$ cat config.mk
export PLATFORM = sky130hd
export DESIGN_NAME = exc_ctrl_flat
export DESIGN_NICKNAME = d
export VERILOG_FILES = /design/src/rtl/exc_ctrl_if.sv /design/src/rtl/exc_ctrl.sv /design/src/flat_wrapper.sv
export SDC_FILE = /design/constraint.sdc
export NUM_CORES = 1
export LEC_CHECK = 0
export ABC_CLOCK_PERIOD_IN_PS = 2800
export BUFFER_PORTS_ARGS = -buffer_cell sky130_fd_sc_hd__buf_2
export CORE_UTILIZATION = 46
export CTS_BUF_LIST = sky130_fd_sc_hd__clkbuf_4 sky130_fd_sc_hd__clkbuf_8 sky130_fd_sc_hd__clkbuf_16
export CTS_CLUSTER_SIZE = 14
export DETAILED_ROUTE_END_ITERATION = 8
export GPL_ROUTABILITY_DRIVEN = 0
export HOLD_SLACK_MARGIN = 0.15
export PLACE_DENSITY = 0.91
export SLEW_MARGIN = 20
export SYNTH_ARGS = -nofsm -noshare
export SYNTH_HDL_FRONTEND = slang
export SYNTH_SLANG_ARGS = --single-unit
$ cat constraint.sdc
create_clock -name clk -period 2.8 [get_ports clk]
set_clock_uncertainty 0.05 [all_clocks]
set_input_delay 0.28 -clock clk [delete_from_list [all_inputs] [get_ports clk]]
set_output_delay 0.28 -clock clk [all_outputs]
set_load 0.1 [all_outputs]
$ cat src/rtl/exc_ctrl_if.sv
// Decoder/fetch/MRS-facing signal bundle of the exception controller.
// The core side (decoder, fetch, MRS datapath) uses master; exc_ctrl uses slave.
interface exc_ctrl_if;
  logic        instr_valid;
  logic [63:0] PC;
  logic        NotAnInstr;
  logic [3:0]  EStatus;
  logic        ERet;
  logic        IRQReq;
  logic        ExtIRQ;
  logic        IRQAck;
  logic        Exc;
  logic [63:0] ExcVector;
  logic        ERetTaken;
  logic [63:0] ELR;
  logic [3:0]  ESR;
  logic        InHandler;
  logic        DoubleFault;
  logic [1:0]  sysreg_sel;
  logic [63:0] sysreg_rdata;

  modport master (
    output instr_valid, PC, NotAnInstr, EStatus, ERet, IRQReq, sysreg_sel,
    input  ExtIRQ, IRQAck, Exc, ExcVector, ERetTaken, ELR, ESR, InHandler,
           DoubleFault, sysreg_rdata
  );

  modport slave (
    input  instr_valid, PC, NotAnInstr, EStatus, ERet, IRQReq, sysreg_sel,
    output ExtIRQ, IRQAck, Exc, ExcVector, ERetTaken, ELR, ESR, InHandler,
           DoubleFault, sysreg_rdata
  );
endinterface

$ cat src/rtl/exc_ctrl.sv
// Exception/interrupt controller: arbitrates invalid opcodes against external IRQs,
// captures ELR/ESR, redirects fetch to the handler vector and back on ERET.
module exc_ctrl #(
  parameter logic [63:0] VECTOR   = 64'h0000_0000_0000_00D8,
  parameter logic [3:0]  IRQ_CODE = 4'b0001
) (
  input  logic     clk,
  input  logic     reset,
  exc_ctrl_if.slave bus
);

  typedef enum logic [1:0] {RUN, ENTRY, HANDLER, RET} state_t;

  state_t      state, state_n;
  logic [63:0] elr, elr_n;
  logic [3:0]  esr, esr_n;
  logic        df, df_n;
  logic        cause_irq, cause_irq_n;
  logic        ext_irq, irq_ack, exc, eret_taken;

  always_ff @(posedge clk or negedge reset) begin
    if (!reset) begin
      state     <= RUN;
      elr       <= '0;
      esr       <= '0;
      df        <= 1'b0;
      cause_irq <= 1'b0;
    end else begin
      state     <= state_n;
      elr       <= elr_n;
      esr       <= esr_n;
      df        <= df_n;
      cause_irq <= cause_irq_n;
    end
  end

  always_comb begin
    state_n     = state;
    elr_n       = elr;
    esr_n       = esr;
    df_n        = df;
    cause_irq_n = cause_irq;
    ext_irq     = 1'b0;
    irq_ack     = 1'b0;
    exc         = 1'b0;
    eret_taken  = 1'b0;
    case (state)
      RUN: begin
        // ExtIRQ is combinational, so it is also gated by reset to stay silent while held.
        if (reset && bus.instr_valid) begin
          if (bus.NotAnInstr) begin
            elr_n       = bus.PC;
            esr_n       = bus.EStatus;
            cause_irq_n = 1'b0;
            state_n     = ENTRY;
          end else if (bus.IRQReq) begin
            elr_n       = bus.PC + 64'd4;
            esr_n       = IRQ_CODE;
            cause_irq_n = 1'b1;
            ext_irq     = 1'b1;
            state_n     = ENTRY;
          end else if (bus.ERet) begin
            elr_n       = bus.PC;
            esr_n       = 4'b0100;
            cause_irq_n = 1'b0;
            state_n     = ENTRY;
          end
        end
      end
      ENTRY: begin
        exc     = 1'b1;
        irq_ack = cause_irq;
        state_n = HANDLER;
      end
      HANDLER: begin
        // An invalid opcode wins over ERET, matching the RUN-state priority.
        if (bus.instr_valid && bus.NotAnInstr) begin
          df_n        = 1'b1;
          esr_n       = bus.EStatus;
          cause_irq_n = 1'b0;
          state_n     = ENTRY;
        end else if (bus.instr_valid && bus.ERet) begin
          state_n = RET;
        end
      end
      RET: begin
        eret_taken = 1'b1;
        state_n    = RUN;
      end
      default: state_n = RUN;
    endcase
  end

  assign bus.ExtIRQ      = ext_irq;
  assign bus.IRQAck      = irq_ack;
  assign bus.Exc         = exc;
  assign bus.ERetTaken   = eret_taken;
  assign bus.ExcVector   = VECTOR;
  assign bus.ELR         = elr;
  assign bus.ESR         = esr;
  assign bus.DoubleFault = df;
  assign bus.InHandler   = (state == ENTRY) || (state == HANDLER);

  always_comb begin
    bus.sysreg_rdata = '0;
    case (bus.sysreg_sel)
      2'b00:   bus.sysreg_rdata = elr;
      2'b01:   bus.sysreg_rdata = {60'b0, esr};
      2'b10:   bus.sysreg_rdata = {61'b0, df, bus.InHandler, bus.IRQReq};
      default: bus.sysreg_rdata = '0;
    endcase
  end

endmodule
$ cat src/flat_wrapper.sv
// flat-port wrapper written by rule: the top's interface ports become plain ports
module exc_ctrl_flat 
#(
  parameter logic [63:0] VECTOR   = 64'h0000_0000_0000_00D8,
  parameter logic [3:0]  IRQ_CODE = 4'b0001
)
  (clk, reset, bus_instr_valid, bus_PC, bus_NotAnInstr, bus_EStatus, bus_ERet, bus_IRQReq, bus_sysreg_sel, bus_ExtIRQ, bus_IRQAck, bus_Exc, bus_ExcVector, bus_ERetTaken, bus_ELR, bus_ESR, bus_InHandler, bus_DoubleFault, bus_sysreg_rdata);
  exc_ctrl_if bus_i ();
  input  logic clk;
  input  logic reset;
  input wire logic [$bits(bus_i.instr_valid)-1:0] bus_instr_valid;
  input wire logic [$bits(bus_i.PC)-1:0] bus_PC;
  input wire logic [$bits(bus_i.NotAnInstr)-1:0] bus_NotAnInstr;
  input wire logic [$bits(bus_i.EStatus)-1:0] bus_EStatus;
  input wire logic [$bits(bus_i.ERet)-1:0] bus_ERet;
  input wire logic [$bits(bus_i.IRQReq)-1:0] bus_IRQReq;
  input wire logic [$bits(bus_i.sysreg_sel)-1:0] bus_sysreg_sel;
  output wire logic [$bits(bus_i.ExtIRQ)-1:0] bus_ExtIRQ;
  output wire logic [$bits(bus_i.IRQAck)-1:0] bus_IRQAck;
  output wire logic [$bits(bus_i.Exc)-1:0] bus_Exc;
  output wire logic [$bits(bus_i.ExcVector)-1:0] bus_ExcVector;
  output wire logic [$bits(bus_i.ERetTaken)-1:0] bus_ERetTaken;
  output wire logic [$bits(bus_i.ELR)-1:0] bus_ELR;
  output wire logic [$bits(bus_i.ESR)-1:0] bus_ESR;
  output wire logic [$bits(bus_i.InHandler)-1:0] bus_InHandler;
  output wire logic [$bits(bus_i.DoubleFault)-1:0] bus_DoubleFault;
  output wire logic [$bits(bus_i.sysreg_rdata)-1:0] bus_sysreg_rdata;
  assign bus_i.instr_valid = bus_instr_valid;
  assign bus_i.PC = bus_PC;
  assign bus_i.NotAnInstr = bus_NotAnInstr;
  assign bus_i.EStatus = bus_EStatus;
  assign bus_i.ERet = bus_ERet;
  assign bus_i.IRQReq = bus_IRQReq;
  assign bus_i.sysreg_sel = bus_sysreg_sel;
  assign bus_ExtIRQ = bus_i.ExtIRQ;
  assign bus_IRQAck = bus_i.IRQAck;
  assign bus_Exc = bus_i.Exc;
  assign bus_ExcVector = bus_i.ExcVector;
  assign bus_ERetTaken = bus_i.ERetTaken;
  assign bus_ELR = bus_i.ELR;
  assign bus_ESR = bus_i.ESR;
  assign bus_InHandler = bus_i.InHandler;
  assign bus_DoubleFault = bus_i.DoubleFault;
  assign bus_sysreg_rdata = bus_i.sysreg_rdata;
  exc_ctrl #(.VECTOR(VECTOR), .IRQ_CODE(IRQ_CODE)) u_core (.clk(clk), .reset(reset), .bus(bus_i));
endmodule
==> flow_metrics.tcl, run 1 <==
set metrics [dict create \
    ios 278 \
    holdWs_ps 170 \
    syn_to_final_growth_pct 25.4 \
    wirelength_um 14700 \
    antenna_found_initial 0 \
    start_util 0.481 \
    setup_tns_ps 0 \
    synth_compound_area_frac 0.114 \
    die-width_um 107 \
    end_kind "flip-flop" \
    route.vias.total 5031 \
    yosysMostFrequentCell "nor2_1" \
    hold_path.class "in2reg" \
    crit_type "in2reg" \
    hold_viol_final 0 \
    drive_gt1_frac 0.311 \
    ys_seq_area_frac 0.357 \
    via_per_inst 5.15 \
    synth_area_per_cell_um2 8.15 \
    synth_common_cells "nor2_1, dfrtp_1, buf_4" \
    grt-ovfl-total 0 \
    first_pass_iters 4 \
    dieArea_um2 11400 \
    fillers 938 \
    r2r_cells 7 \
    cts_made_buffers 9 \
    clockBufferDepth 2 \
    drtIter0Drc 310 \
    final_cell_count_no_fill 976 \
    synth_edf_count 0 \
    io_buffers 213 \
    crit_path_start_kind "primary input" \
    root_buffer "clkbuf_8" \
    grt_pass1_vias 4503 \
    grt_pass1_wl_um 22300 \
    synth.distinct_cells 39 \
    synth_top_area_cell "dfrtp_1" \
    yosys-top-cells-area "dfrtp_1, buf_4, and2_1" \
    worstPathRequired_ps 3010 \
    drc 0 \
    ys_seq_elements 72 \
    rsz0062_at_grt "no" \
    synthXorXnorAreaFrac 0.0693 \
    path_clk_slew_ps 90 \
    synth_ff_type "dfrtp_1" \
    synth_top_family_by_area "simple AND/OR/NAND/NOR gates" \
    async_reset_ff_frac 1.00 \
    wl_per_cell_um 15.0 \
    worstMarginPinSlew_ps 932 \
    dp_cells 955 \
    finalCritPeriodShare 0.852 \
    dp.final_hpwl_um 11200 \
    setup-violations-final 0 \
    hold-path-endpoint "u_core.bus.ELR[62]" \
    cp.arrival_ps 2600 \
    htreeDepth 3 \
    ys.warnings.count 0 \
    fin_util 0.603 \
    syn-cell-area_um2 5050 \
    grt_max_degree 72 \
    antenna_cells 0 \
    clock-sinks 72 \
    rr_startpoint "u_core.state[0]" \
    track_usage 0.251 \
    status "finished, final reports clean" \
    drv_cap 0 \
    clk_latency_ps 340 \
    drv_slew 0 \
    core_area_um2 10500 \
    ctsResizeCount 0 \
    die_h_um 107 \
    period_needed_ps 2390 \
    max_freq_mhz 419 \
    netlist.area_leader.share 0.357 \
    rows 37 \
    synth-simple-area-share 0.304 \
    netlist_instances 620 \
    min_path_cells 3 \
    cts_tree "built" \
    relSlewSlack 0.379 \
    synth.mux.area_fraction 0.0166 \
    r2r_end "u_core.bus.ELR[26]" \
    worst-path-max-fanout 10 \
    nNetsFinal 916 \
    r2r_setup_slack_ps 760 \
    hold_start "bus_PC[62]" \
    synth-adder-area-share 0.0124 \
    ant_nets 0 \
]
==> metrics by stage <==
| step | cell area, um2 | setup WS, ps |
|---|---|---|
| finish | 6330 | 415 |
| global route | 6330 | 359 |
| CTS | 6330 | 420 |
| detailed placement | 6100 | 57.8 |
| global placement | 6100 | 118 |
| floorplan | 5290 | -375 |
==> routing by layer <==
layer	vias to the layer above	track usage	routed length (um)
met2	196	0.447	7430
met5	-	0	0
met1	2356	0.310	6210
met3	15	0.0389	752
met4	0	0.0783	263
li1	2464	-	-
==> state kept, by name (all words and copies together), names as in the netlist <==
| signal | flops |
|---|---|
| u_core.bus.DoubleFault | 1 |
| u_core.bus.ELR | 64 |
| u_core.state | 2 |
| u_core.cause_irq | 1 |
| u_core.bus.ESR | 4 |
==> cells by family (layout without fill, tap and decap cells) <==
kind of cell               after synthesis  after routing
and+or+nand+nor                        286            286
AOI/OAI and AO/OA                      104            104
buffers and inverters                  103            261
DFF                                     72             72
xor gates and xnor gates                40             40
muxes                                    8              8
adders and majority gates                5              5
other                                    2             64
==> how the worst max path moves through the flow <==
stage          slack (ps)             endpoint            start  cells past startpoint
2_1_floorplan        -380  bus_sysreg_rdata[1]  u_core.state[1]                      4
3_3_place_gp          120   u_core.bus.ELR[58]       bus_PC[10]                      6
3_5_place_dp           60   u_core.bus.ELR[58]       bus_PC[10]                      6
4_1_cts               420   u_core.bus.ELR[58]       bus_PC[10]                      6
5_1_grt               360   u_core.bus.ELR[58]       bus_PC[11]                      6
6_report              410   u_core.bus.ELR[58]       bus_PC[10]                      6
==> worst max-delay path: stages <==
cell and delay [ps]:
buf_2 130, nand4_1 170, or4_1 610, or4_1 710
or4_1 520, a31oi_1 180
==> area by class of cell <==
cell class                 count  area (um2)  share of cell area
inverter                       9        33.8             0.00533
multi-input combinational    507        2880               0.455
clock inverter                 6        45.0             0.00711
clock buffer                  10         138              0.0217
tap                          136         170              0.0269
timing repair buffer         236        1270               0.200
sequential                    72        1800               0.284
==> what timing repair did <==
item / CTS / global route
setup buffers: 0 / 0
endpoints found under the hold margin: 5 / 0
hold buffers: 5 / 0
==> cells in the final DEF (no fill, tap or decap), types with 7 or more instances in the layout <==
cell type	instances
a21oi_1	45
a31oi_1	21
and2_1	63
and3_1	7
and4_1	8
buf_2	212
buf_4	18
clkbuf_8	10
conb_1	64
dfrtp_1	72
inv_1	9
nand2_1	30
nand3_1	27
nand4_1	21
nor2_1	76
nor3_1	7
nor4_1	10
o21ai_0	25
or3_1	16
or4_1	8
xnor2_1	18
xor2_1	22
Power of run 1 is left out: the tool's default activity adds up to more than one toggle a clock period on the data nets, which glitch-free logic cannot reach.
==> run 2: changes to the inputs <==
--- a/config.mk
+++ b/config.mk
@@ -7,6 +7,8 @@
 export LEC_CHECK = 0
 export ABC_CLOCK_PERIOD_IN_PS = 2800
 export BUFFER_PORTS_ARGS = -buffer_cell sky130_fd_sc_hd__buf_2
+export CORE_ASPECT_RATIO = 1.4
+export CORE_MARGIN = 5
 export CORE_UTILIZATION = 46
 export CTS_BUF_LIST = sky130_fd_sc_hd__clkbuf_4 sky130_fd_sc_hd__clkbuf_8 sky130_fd_sc_hd__clkbuf_16
 export CTS_CLUSTER_SIZE = 14
==> run 2 against run 1 <==
  * Fmax grew 0.52%
  * Critical path depth grew 1
  * Worst setup slack gained 12 ps
  * Count of clock-buffer cells in the layout grew 1
==> flow_metrics.tcl, run 2 (synthesized netlist as in run 1, its figures left out) <==
set metrics [dict create \
    status "finished, final reports clean" \
    fillers 940 \
    first_pass_iters 5 \
    htreeDepth 3 \
    core_area_um2 10800 \
    dieArea_um2 13200 \
    drv_cap 0 \
    worst-path-max-fanout 8 \
    antenna_found_initial 0 \
    start_util 0.467 \
    clk_latency_ps 330 \
    drc 0 \
    route.vias.total 5198 \
    ant_nets 0 \
    dp_cells 962 \
    hold_start "bus_EStatus[3]" \
    startpoint "bus_IRQReq" \
    hold_path.class "in2reg" \
    rsz0062_at_grt "no" \
    largest_reg_flops 64 \
    grt_pass1_wl_um 24600 \
    cp.arrival_ps 2570 \
    seq_area_um2 1800 \
    via_per_inst 5.29 \
    r2r_cells 7 \
    drive_gt1_frac 0.313 \
    final_cell_count_no_fill 982 \
    final_common_cell "buf_2" \
    setup_tns_ps 0 \
    drtIter0Drc 239 \
    finalCritPeriodShare 0.848 \
    ctsResizeCount 0 \
    die_h_um 134 \
    grt-ovfl-total 0 \
    syn_to_final_growth_pct 29.0 \
    multi_input_area_um2 2880 \
    cts_made_buffers 9 \
    track_usage 0.233 \
    path_clk_slew_ps 60 \
    antenna_cells 0 \
    end_kind "flip-flop" \
    relSlewSlack 0.545 \
    hold_viol_final 0 \
    rows 45 \
    wl_per_cell_um 16.4 \
    io_buffers 213 \
    worstMarginPinSlew_ps 677 \
    drv_slew 0 \
    cts_tree "built" \
    nNetsFinal 917 \
    min_path_cells 3 \
    wirelength_um 16100 \
    die-width_um 98.6 \
    crit_type "in2reg" \
    ios 278 \
    grt_pass1_vias 4946 \
    dp.final_hpwl_um 12500 \
    clockBufferDepth 2 \
    final_cell_mix "buf_2, nor2_1, dfrtp_1" \
    setup-violations-final 0 \
    grt_max_degree 57 \
    crit_path_start_kind "primary input" \
    max_freq_mhz 421 \
    clock-sinks 72 \
    period_needed_ps 2370 \
    root_buffer "clkbuf_16" \
    worstPathRequired_ps 3000 \
    rr_startpoint "u_core.state[0]" \
]
==> run 2: cell types whose count changed in the layout (fill, tap and decap cells not counted), sizes merged <==
cell | before | now
dlygate4sd3 | 5 | 4
clkbuf | 10 | 11
clkinvlp | 3 | 0
bufinv | 0 | 2
buf | 231 | 233
==> run 2: repair_timing <==
item,4_1_cts,5_1_grt
hold buffers,4,0
buffers inserted,0,0
endpoints found under the hold margin,23,0
==> run 2: cell type report <==
type	instances	area share
Clock buffer	11	0.0388
Sequential cell	72	0.276
Multi-Input combinational cell	507	0.442
Inverter	9	0.00518
Tap cell	141	0.0271
Clock inverter	5	0.0121
Timing Repair Buffer	237	0.199
==> run 2: worst paths after layout <==
path / endpoint / slack, ps
setup / recovery: u_core.bus.ELR[54] / 430
hold / removal: u_core.bus.ESR[3] / 180
setup reg to reg: u_core.bus.ELR[13] / 680
hold reg to reg: u_core.bus.ESR[1] / 460
max in group asynchronous: u_core.bus.ELR[19] / 1350
min in group asynchronous: u_core.cause_irq / 350
==> run 2: critical path, stage by stage <==
cell	delay [ps]
buf_2	200
nand4b_4	120
or4_1	580
or4_1	640
buf_4	200
or3_1	360
a31oi_1	190
==> run 2: metrics by stage <==
step	setup slack [ps]	area, um2	utilization	hold slack (ps)
2_1_floorplan	-375	5290	-	-65.6
3_3_place_gp	158	6150	0.569	153
3_5_place_dp	86.0	6150	0.569	153
4_1_cts	426	6520	0.603	169
5_1_grt	352	6520	0.603	203
6_report	427	6520	0.603	175
==> run 2: routing by layer <==
layer | track usage | vias up | share of wire
li1 | - | 2467 | -
met1 | 0.245 | 2432 | 0.35
met2 | 0.429 | 255 | 0.53
met3 | 0.0531 | 44 | 0.080
met4 | 0.118 | 0 | 0.039
met5 | 0 | - | 0
Power of run 2 is left out for the same reason.
